--- src/rtl/icache_fetch_ctrl_pkg.sv ---
// Shared types and constants for the instruction fetch front end.
// Latency: n/a (declarations only).
// Backpressure: n/a.
package icache_fetch_ctrl_pkg;

    localparam int ADDR_W = 8;
    localparam int DATA_W = 16;
    localparam int IDX_W  = 2;
    localparam int LINES  = 1 << IDX_W;
    localparam int TAG_W  = ADDR_W - IDX_W;

    // The fetch path only ever reads the instruction RAM.
    localparam logic RAM_RD = 1'b1;

    typedef enum logic {
        ST_IDLE = 1'b0,
        ST_FILL = 1'b1
    } fetch_state_e;

endpackage

--- src/rtl/icache_line_array.sv ---
// Valid/tag/data storage for the direct-mapped instruction cache lines.
// Latency: combinational read; writes and flush take effect on the next edge.
// Backpressure: none; flush overrides a same-cycle write of the valid bit.
module icache_line_array
    import icache_fetch_ctrl_pkg::*;
(
    input  logic              clk,
    input  logic              clr_n,
    input  logic [IDX_W-1:0]  rd_idx,
    output logic              rd_valid,
    output logic [TAG_W-1:0]  rd_tag,
    output logic [DATA_W-1:0] rd_data,
    input  logic              flush,
    input  logic              wr_en,
    input  logic [IDX_W-1:0]  wr_idx,
    input  logic [TAG_W-1:0]  wr_tag,
    input  logic [DATA_W-1:0] wr_data,
    input  logic              wr_valid
);

    logic [LINES-1:0]  valid_q, valid_d;
    logic [TAG_W-1:0]  tag_q  [LINES];
    logic [TAG_W-1:0]  tag_d  [LINES];
    logic [DATA_W-1:0] data_q [LINES];
    logic [DATA_W-1:0] data_d [LINES];

    assign rd_valid = valid_q[rd_idx];
    assign rd_tag   = tag_q[rd_idx];
    assign rd_data  = data_q[rd_idx];

    // Next line contents: refill write first, then flush wipes every valid bit.
    always_comb begin
        valid_d = valid_q;
        tag_d   = tag_q;
        data_d  = data_q;
        if (wr_en) begin
            valid_d[wr_idx] = wr_valid;
            tag_d[wr_idx]   = wr_tag;
            data_d[wr_idx]  = wr_data;
        end
        if (flush) begin
            valid_d = '0;
        end
    end

    // Line storage registers.
    always_ff @(posedge clk or negedge clr_n) begin
        if (!clr_n) begin
            valid_q <= '0;
            for (int i = 0; i < LINES; i++) begin
                tag_q[i]  <= '0;
                data_q[i] <= '0;
            end
        end else begin
            valid_q <= valid_d;
            tag_q   <= tag_d;
            data_q  <= data_d;
        end
    end

endmodule

--- src/rtl/icache_fetch_ctrl.sv ---
// Fetch front end: 4-line direct-mapped I-cache with RAM refill on miss.
// Latency: hit 1 cycle req->ack; miss RAM_LAT+1 cycles req->ack.
// Backpressure: requester holds req/addr until the one-cycle ack pulse.
module icache_fetch_ctrl
    import icache_fetch_ctrl_pkg::*;
#(
    parameter int RAM_LAT = 2
)
(
    input  logic              clk,
    input  logic              clr_n,
    input  logic              req,
    input  logic [ADDR_W-1:0] addr,
    input  logic              flush,
    output logic              ack,
    output logic [DATA_W-1:0] instr,
    output logic              hit,
    output logic              busy,
    output logic [ADDR_W-1:0] ram_addr,
    output logic              ram_ce,
    output logic              ram_rw,
    input  logic [DATA_W-1:0] ram_rdata,
    output logic [7:0]        miss_cnt
);

    localparam int              CNT_W    = (RAM_LAT > 1) ? $clog2(RAM_LAT) : 1;
    localparam logic [CNT_W-1:0] CNT_LAST = CNT_W'(RAM_LAT - 1);

    fetch_state_e      state_q, state_d;
    logic [CNT_W-1:0]  cnt_q, cnt_d;
    logic [ADDR_W-1:0] ram_addr_q, ram_addr_d;
    logic [DATA_W-1:0] instr_q, instr_d;
    logic [7:0]        miss_cnt_q, miss_cnt_d;
    logic              ack_q, ack_d;
    logic              hit_q, hit_d;
    logic              flushed_q, flushed_d;

    logic              rd_valid;
    logic [TAG_W-1:0]  rd_tag;
    logic [DATA_W-1:0] rd_data;
    logic              wr_en;
    logic              wr_valid;
    logic              lookup_hit;
    logic              fill_last;

    // A flush in the lookup cycle forces the miss path.
    assign lookup_hit = req && !flush && rd_valid && (rd_tag == addr[ADDR_W-1:IDX_W]);
    assign fill_last  = (state_q == ST_FILL) && (cnt_q == CNT_LAST);

    icache_line_array u_lines (
        .clk      (clk),
        .clr_n    (clr_n),
        .rd_idx   (addr[IDX_W-1:0]),
        .rd_valid (rd_valid),
        .rd_tag   (rd_tag),
        .rd_data  (rd_data),
        .flush    (flush),
        .wr_en    (wr_en),
        .wr_idx   (ram_addr_q[IDX_W-1:0]),
        .wr_tag   (ram_addr_q[ADDR_W-1:IDX_W]),
        .wr_data  (ram_rdata),
        .wr_valid (wr_valid)
    );

    // FSM state register.
    always_ff @(posedge clk or negedge clr_n) begin
        if (!clr_n) begin
            state_q <= ST_IDLE;
        end else begin
            state_q <= state_d;
        end
    end

    // Next state: a missing request starts a refill, the last wait cycle ends it.
    always_comb begin
        state_d = state_q;
        case (state_q)
            ST_IDLE: if (req && !lookup_hit) state_d = ST_FILL;
            ST_FILL: if (fill_last)          state_d = ST_IDLE;
            default: state_d = ST_IDLE;
        endcase
    end

    // Datapath next values: ack/hit/instr, refill address, wait counter, miss count.
    always_comb begin
        ack_d      = 1'b0;
        hit_d      = 1'b0;
        instr_d    = instr_q;
        ram_addr_d = ram_addr_q;
        cnt_d      = cnt_q;
        miss_cnt_d = miss_cnt_q;
        flushed_d  = flushed_q;
        wr_en      = 1'b0;
        wr_valid   = 1'b0;
        case (state_q)
            ST_IDLE: begin
                if (lookup_hit) begin
                    ack_d   = 1'b1;
                    hit_d   = 1'b1;
                    instr_d = rd_data;
                end else if (req) begin
                    ram_addr_d = addr;
                    cnt_d      = '0;
                    flushed_d  = 1'b0;
                    miss_cnt_d = (miss_cnt_q == 8'hFF) ? miss_cnt_q : miss_cnt_q + 8'd1;
                end
            end
            ST_FILL: begin
                // Remember any flush seen while the RAM read is in flight.
                flushed_d = flushed_q | flush;
                if (fill_last) begin
                    wr_en    = 1'b1;
                    wr_valid = !(flushed_q || flush);
                    // A requester that walked away gets no ack, and instr keeps its old word.
                    if (req) begin
                        ack_d   = 1'b1;
                        instr_d = ram_rdata;
                    end
                end else begin
                    cnt_d = cnt_q + CNT_W'(1);
                end
            end
            default: ;
        endcase
    end

    // Datapath registers.
    always_ff @(posedge clk or negedge clr_n) begin
        if (!clr_n) begin
            ack_q      <= 1'b0;
            hit_q      <= 1'b0;
            instr_q    <= '0;
            ram_addr_q <= '0;
            cnt_q      <= '0;
            miss_cnt_q <= '0;
            flushed_q  <= 1'b0;
        end else begin
            ack_q      <= ack_d;
            hit_q      <= hit_d;
            instr_q    <= instr_d;
            ram_addr_q <= ram_addr_d;
            cnt_q      <= cnt_d;
            miss_cnt_q <= miss_cnt_d;
            flushed_q  <= flushed_d;
        end
    end

    assign ack      = ack_q;
    assign hit      = hit_q;
    assign instr    = instr_q;
    assign ram_addr = ram_addr_q;
    assign ram_ce   = (state_q == ST_FILL);
    assign busy     = (state_q == ST_FILL);
    assign ram_rw   = RAM_RD;
    assign miss_cnt = miss_cnt_q;

endmodule
--- config.mk ---
export PLATFORM = sky130hd
export DESIGN_NAME = icache_fetch_ctrl
export DESIGN_NICKNAME = d
export VERILOG_FILES = /design/src/rtl/icache_fetch_ctrl_pkg.sv /design/src/rtl/icache_line_array.sv /design/src/rtl/icache_fetch_ctrl.sv
export SDC_FILE = /design/constraint.sdc
export NUM_CORES = 1
export LEC_CHECK = 0
export CELL_PAD_IN_SITES_DETAIL_PLACEMENT = 1
export CELL_PAD_IN_SITES_GLOBAL_PLACEMENT = 2
export CORE_MARGIN = 5
export CORE_UTILIZATION = 36
export CTS_CLUSTER_SIZE = 8
export DETAILED_ROUTE_END_ITERATION = 12
export GPL_TIMING_DRIVEN = 1
export HOLD_SLACK_MARGIN = 0.12
export MAX_ROUTING_LAYER = met4
export PLACE_DENSITY = 0.77
export SYNTH_ARGS = -nofsm -noshare
export SYNTH_HDL_FRONTEND = slang
export SYNTH_SLANG_ARGS = --single-unit
--- constraint.sdc ---
create_clock -name clk -period 2.1 [get_ports clk]
set_clock_uncertainty 0.15 [all_clocks]
set_input_delay 0.315 -clock clk [delete_from_list [all_inputs] [get_ports clk]]
set_output_delay 0.315 -clock clk [all_outputs]
set_load 0.005 [all_outputs]
# Word-level counts from Yosys, hierarchy flattened
# Index checks and enable logic that the tools add are counted.
# word_totals
output_inout_bits	37
elab_cells	96
rom_bits	0
latch_bits	0
ff_bits	129
mem_bits_rw	0
mem_count	0
# op_classes
bitwise	6
n_reduce_logical	17
n_lt_le_gt_ge	6
div_mod_pow	0
shifts	0
n_mux	40
n_eq_ne	8
addsub	2
multipliers	0
# op_table
operator	count
$mux 16	6
$bwmux 64	1
$bmux 16 s2	1
$demux 16 s2	1
$pmux 16 s2	1
$bwmux 24	1
$mux 6	3
$mux 1	15
$bmux 6 s2	1
$demux 6 s2	1
$ne 2x2->1 const B	5
$reduce_and 3->1	3
$add 8x1->8 const B	1
$eq 8x8->1 const B	1
$mux 4	2
$pmux 1 s2	4
$logic_and 1x1->1	7
$eq 6x6->1	1
$ge 3x3->1 const B	2
$lt 2x3->1 const B	2
$not 2->3	2
$bwmux 4	1
$reduce_and 4->1	1
$logic_not 1->1	3
11 further kinds	13

# Logic depth before layout (Yosys ltp)
# logic_depth
depth_word	10
ltp_mapped	10
ltp_nobuf	7

# Modules after synthesis
# From an unflattened synthesis, not the netlist that was laid out.
# unflattened
hier_cells	402
area_unflattened_um2	5810.6
# modules_own_cells
module	seq_area_each_um2	area_per_inst_um2	n_inst	cells_per_inst
icache_line_array	2302.2	4035.1	1	230
icache_fetch_ctrl	925.9	1775.5	1	172

# Least setup slack after synthesis
# No wires, ideal clock.
# synth_path
path_kind	input-to-reg
startpoint	input port addr[1]
endpoint	register miss_cnt_q[1] (netlist: miss_cnt[1])
slack_ps	-102
setup_time_ps	128
stages	8
path_buffers	1
t_required_ps	1822
t_arrival_ps	1924
cell_sequence	buf_6 > mux2i_1 > xnor2_1 > nor4_1 > mux2i_1 > o211ai_2 > o21bai_2 > mux2_1
# synth_between
elab_chain_len	8
word_cells_on_any_way	11
# synth_lines
item	line_no	source
from (decl)	icache_fetch_ctrl.sv:13	input logic [ADDR_W-1:0] addr,
$not 2->3 (implied by the code)	icache_line_array.sv:28	assign rd_tag = tag_q[rd_idx];
$bmux 6 s2	icache_line_array.sv:28	
$mux 6 (implied by the code) (2 in series)	icache_line_array.sv:28	
$eq 6x6->1	icache_fetch_ctrl.sv:47	assign lookup_hit = req && !flush && rd_valid && (rd_tag == addr[ADDR_W-1:IDX_W]);
$logic_and 1x1->1 (*)	icache_fetch_ctrl.sv:47	
$not 1->1 (no source line) (*)	--	
$reduce_and 4->1 (no source line) (*)	--	
to (signal assigned)	icache_fetch_ctrl.sv:143	miss_cnt_q <= miss_cnt_d;
to (decl)	icache_fetch_ctrl.sv:33	logic [7:0] miss_cnt_q, miss_cnt_d;
# Mark *: on every way between the ends. The rest lies on a longest branch, timed or not. The select of a mux whose other input is x is not followed.
# A chain may end at the register's enable or synchronous reset.

# Final worst setup path
# layout_path
startpoint	register u_lines.valid_q[3]
endpoint	register miss_cnt_q[7] (netlist: miss_cnt[7])
# layout_between
elab_chain_len	6
# layout_lines
item	line_no	source
from (decl)	icache_line_array.sv:21	logic [LINES-1:0] valid_q, valid_d;
from (signal assigned)	icache_line_array.sv:55	valid_q <= valid_d;
$bmux 1 s2	icache_line_array.sv:27	assign rd_valid = valid_q[rd_idx];
$mux 1 (implied by the code)	icache_line_array.sv:27	
$logic_and 1x1->1 (2 in series)	icache_fetch_ctrl.sv:47	
$not 1->1 (no source line)	--	
$reduce_and 4->1 (no source line)	--	
# Every way passes these cells. The select of a mux whose other input is x is not followed.

==> results by group <==
STA
  • Unrepaired setup endpoints after global routing: yes
  • Fmax achieved: 450 MHz
  • Final period utilization: 1.06
  • Setup violators final: 23
  • Worst setup margin: -0.120 ns
  • Final Max Slew Viols: 0
  • Final hold vios: 0
  • Final Critical Period: approximately 2.2 ns
  • Setup TNS: -1.15 ns

Synth
  • Syn Area/Cell: between 10 and 15 sq um
  • Share of synthesized registers carrying an async set or reset: 1.00
  • FF+latch count, synth: 129
  • Synth top area share: 0.547
  • Sequential area share after synthesis: 0.547
  • Mapped cell area: roughly 5900 sq um
  • Mapped Nets: 434
  • Ys Warns: 0
  • Area contributors post-synth: dfrtp_1, mux2_2, mux4_2
  • Post-synth EDFFs: 0
  • Most used DFF post-synth: dfrtp_1
  • Largest area contributor in the synthesized netlist: dfrtp_1
  • Cells after Synth: between 400 and 500
  • Synth cell types: 35
  • Synth cell count leaders: dfrtp_1, mux2_2, mux2i_1
  • Most numerous cell in the Yosys netlist: dfrtp_1

Hold path
  • Hold WC Path Type: in -> async

Clock network
  • CTS clk-pin slew, worst paths: around 0.050 ns
  • Largest buffer count on any clock path: 2
  • Skew-Pair Late Insertion Delay: between 0.4 and 0.5 ns
  • Clock Sink Count: between 100 and 150
  • CTS root buf: clkbuf_16
  • CTS Buf Count: 17
  • CTS tree: yes
  • H-tree depth: 4

Global route
  • Global-route wire length before repair: about 24 mm
  • Largest net degree at the start of global routing: 47
  • Initial antenna violation count: 0
  • Number of global-route vias before repair: about 4,300
  • Grt ovf: 0
  • GR Util All Layers: 0.161

Die
  • Core Area: 16,000 sq um
  • Cell Rows: 46
  • Die ar.: 19,100 sq um
  • Die Span Y: between 100 and 150 um
  • Starting Density: 0.369
  • Die X: between 100 and 150 um
  • I/O pin count: 65

Critical path
  • Crit path kind: reg -> reg
  • Setup crit end kind: flop
  • Req. time, crit path: 2.25 ns
  • End of the critical path: miss_cnt[7]$_DFFE_PN0P_
  • FF-to-FF Start: u_lines.valid_q[3]$_DFFE_PN0P_
  • R2R Setup Slk: -0.12 ns
  • Startpoint types: flop
  • Reg-to-Reg End: miss_cnt[7]$_DFFE_PN0P_
  • CP max FO: 6
  • Reg2Reg Depth: 8
  • Critical path launch point: u_lines.valid_q[3]$_DFFE_PN0P_
  • Worst Path Arrival: 2.37 ns

Final layout
  • Final nets: around 530
  • Share of layout cells above drive strength 1: 0.460
  • Final Core Density: 0.489
  • Diode count: 0
  • Design area: roughly 7800 sq um
  • Layout area overhead: 32.4%

Detailed routing
  • Detailed Route WL: approximately 14 mm
  • Routed len/inst: 19.1 um
  • Via count: approximately 3,600
  • Top sig layer: met4
  • Antenna-violating nets left: 0
  • DR vias/cell: ~5.0
  • Metal1 wirelength: ~6.3 mm
  • WL met2: slightly above 7 mm
  • Drt first pass iters: 4
  • Remaining DRCs: 0
  • Routed wl met3: 407 um
  • Starting DRT DRC Count: 120

Pwr
  • Comb pwr share: 0.335
  • Tot Pwr: roughly 11,000 uW
  • Switching Share: 0.287
  • Sequential share of power: 0.395
  • Sw power: 3280 uW
  • Leakage: roughly 0.0034 uW
  • Pwr dens: about 1500 nW/um^2
  • Worst vdd ir: a little under 800 uV
  • Internal power: slightly above 8000 uW
  • Share of power burned in the clock network: 0.269

Placement
  • Number of port buffers: 63
  • GP Congestion: approximately 0.74
  • Placed Area: approximately 7000 sq um
  • Placement Setup Slack: -0.631 ns
  • Final HPWL DP: roughly 9 mm

Status
  • Status: finished, violations left
  • Violated checks: setup timing

Flow run
  • Maxcap violations: 0
==> final cells by class <==
cell class | count | area [sq um]
inverters | 6 | 22.5
well taps | 216 | 270
clock buffers | 22 | 494
fillers | 1613 | 8180
flip-flops and latches | 129 | 3230
multi-input cells | 247 | 2610
repair buffers | 104 | 1060
clock inverters | 9 | 129
==> worst max-delay path, stage by stage, from the launching register on <==
cell and delay, ns:
dfrtp_1 0.38, mux4_2 0.46, and3b_1 0.19, o21ai_2 0.09, o211ai_2 0.13, buf_6 0.15
buf_8 0.13, nor2_4 0.11, mux2_4 0.30
==> logic make-up (layout without fill, tap and decap cells) <==
| group | Yosys count | in the layout | synth area share |
|---|---|---|---|
| fa+ha+maj | 1 | 1 | 0.00212 |
| buf+inv | 29 | 141 | 0.0293 |
| xor+xnor | 16 | 16 | 0.0237 |
| simple gates | 58 | 58 | 0.0579 |
| compound gates | 24 | 24 | 0.0329 |
| mux | 147 | 147 | 0.307 |
| other cells | 1 | 1 | 0.000635 |
| flops | 129 | 129 | 0.547 |
==> metrics by stage <==
stage	instances	hold WS [ns]
2_1_floorplan	405	-0.131
3_3_place_gp	694	0.122
3_5_place_dp	694	0.124
4_1_cts	733	0.230
5_1_grt	733	0.259
6_report	733	0.232
==> layer usage <==
metal	vias up	global-route usage
li1	1660	-
met1	1902	0.198
met2	59	0.266
met3	12	0.0397
met4	0	0.0452
met5	-	-
==> flip-flops by register name, indices dropped and copies added (netlist names) <==
signal / flops
cnt_q: 1
ack: 1
busy: 1
u_lines.data_q: 64
u_lines.tag_q: 24
instr: 16
miss_cnt: 8
hit: 1
u_lines.valid_q: 4
flushed_q: 1
ram_addr: 8
==> how the worst min path moves through the flow <==
stage | endpoint | slack [ns] | depth (start not counted)
detailed placement | u_lines.data_q[51]$_DFFE_PN0P_ | 0.12 | 1
floorplan | ack$_DFF_PN0_ | -0.13 | 0
global route | u_lines.data_q[51]$_DFFE_PN0P_ | 0.26 | 2
finish | u_lines.data_q[51]$_DFFE_PN0P_ | 0.23 | 2
CTS | u_lines.data_q[51]$_DFFE_PN0P_ | 0.23 | 2
global placement | instr[3]$_DFFE_PN0P_ | 0.12 | 1
==> power by group through the flow <==
stage / Clock, uW / Combinational (uW) / Sequential [uW]
global placement: 0 / 3620 / 4430
global route: 3270 / 4180 / 4690
finish: 3080 / 3830 / 4520
CTS: 3150 / 3870 / 4530
floorplan: 0 / 2430 / 4290
detailed placement: 0 / 3750 / 4540
==> what timing repair did <==
action | in CTS | in global routing
hold buffers | 1 | 0
cloned | 2 | 0
pin swaps | 8 | 0
buffers inserted | 5 | 2
endpoints found under the setup margin | 31 | 38
resized for setup | 24 | 9
endpoints found under the hold margin | 129 | 0
==> layout by cell type (no fill, tap or decap), types with 7 or more instances in the layout <==
cell and instances:
dfrtp_1 128, nor2_1 12, nand2_1 7, mux2_2 93
mux2i_1 28, mux4_2 17, clkdlybuf4s50_1 60, clkbuf_16 17
nor2_4 12, nor2_2 8, xnor2_1 10, buf_4 30
mux2_4 7, a21oi_2 16
(Power assumes the default switching activity.)
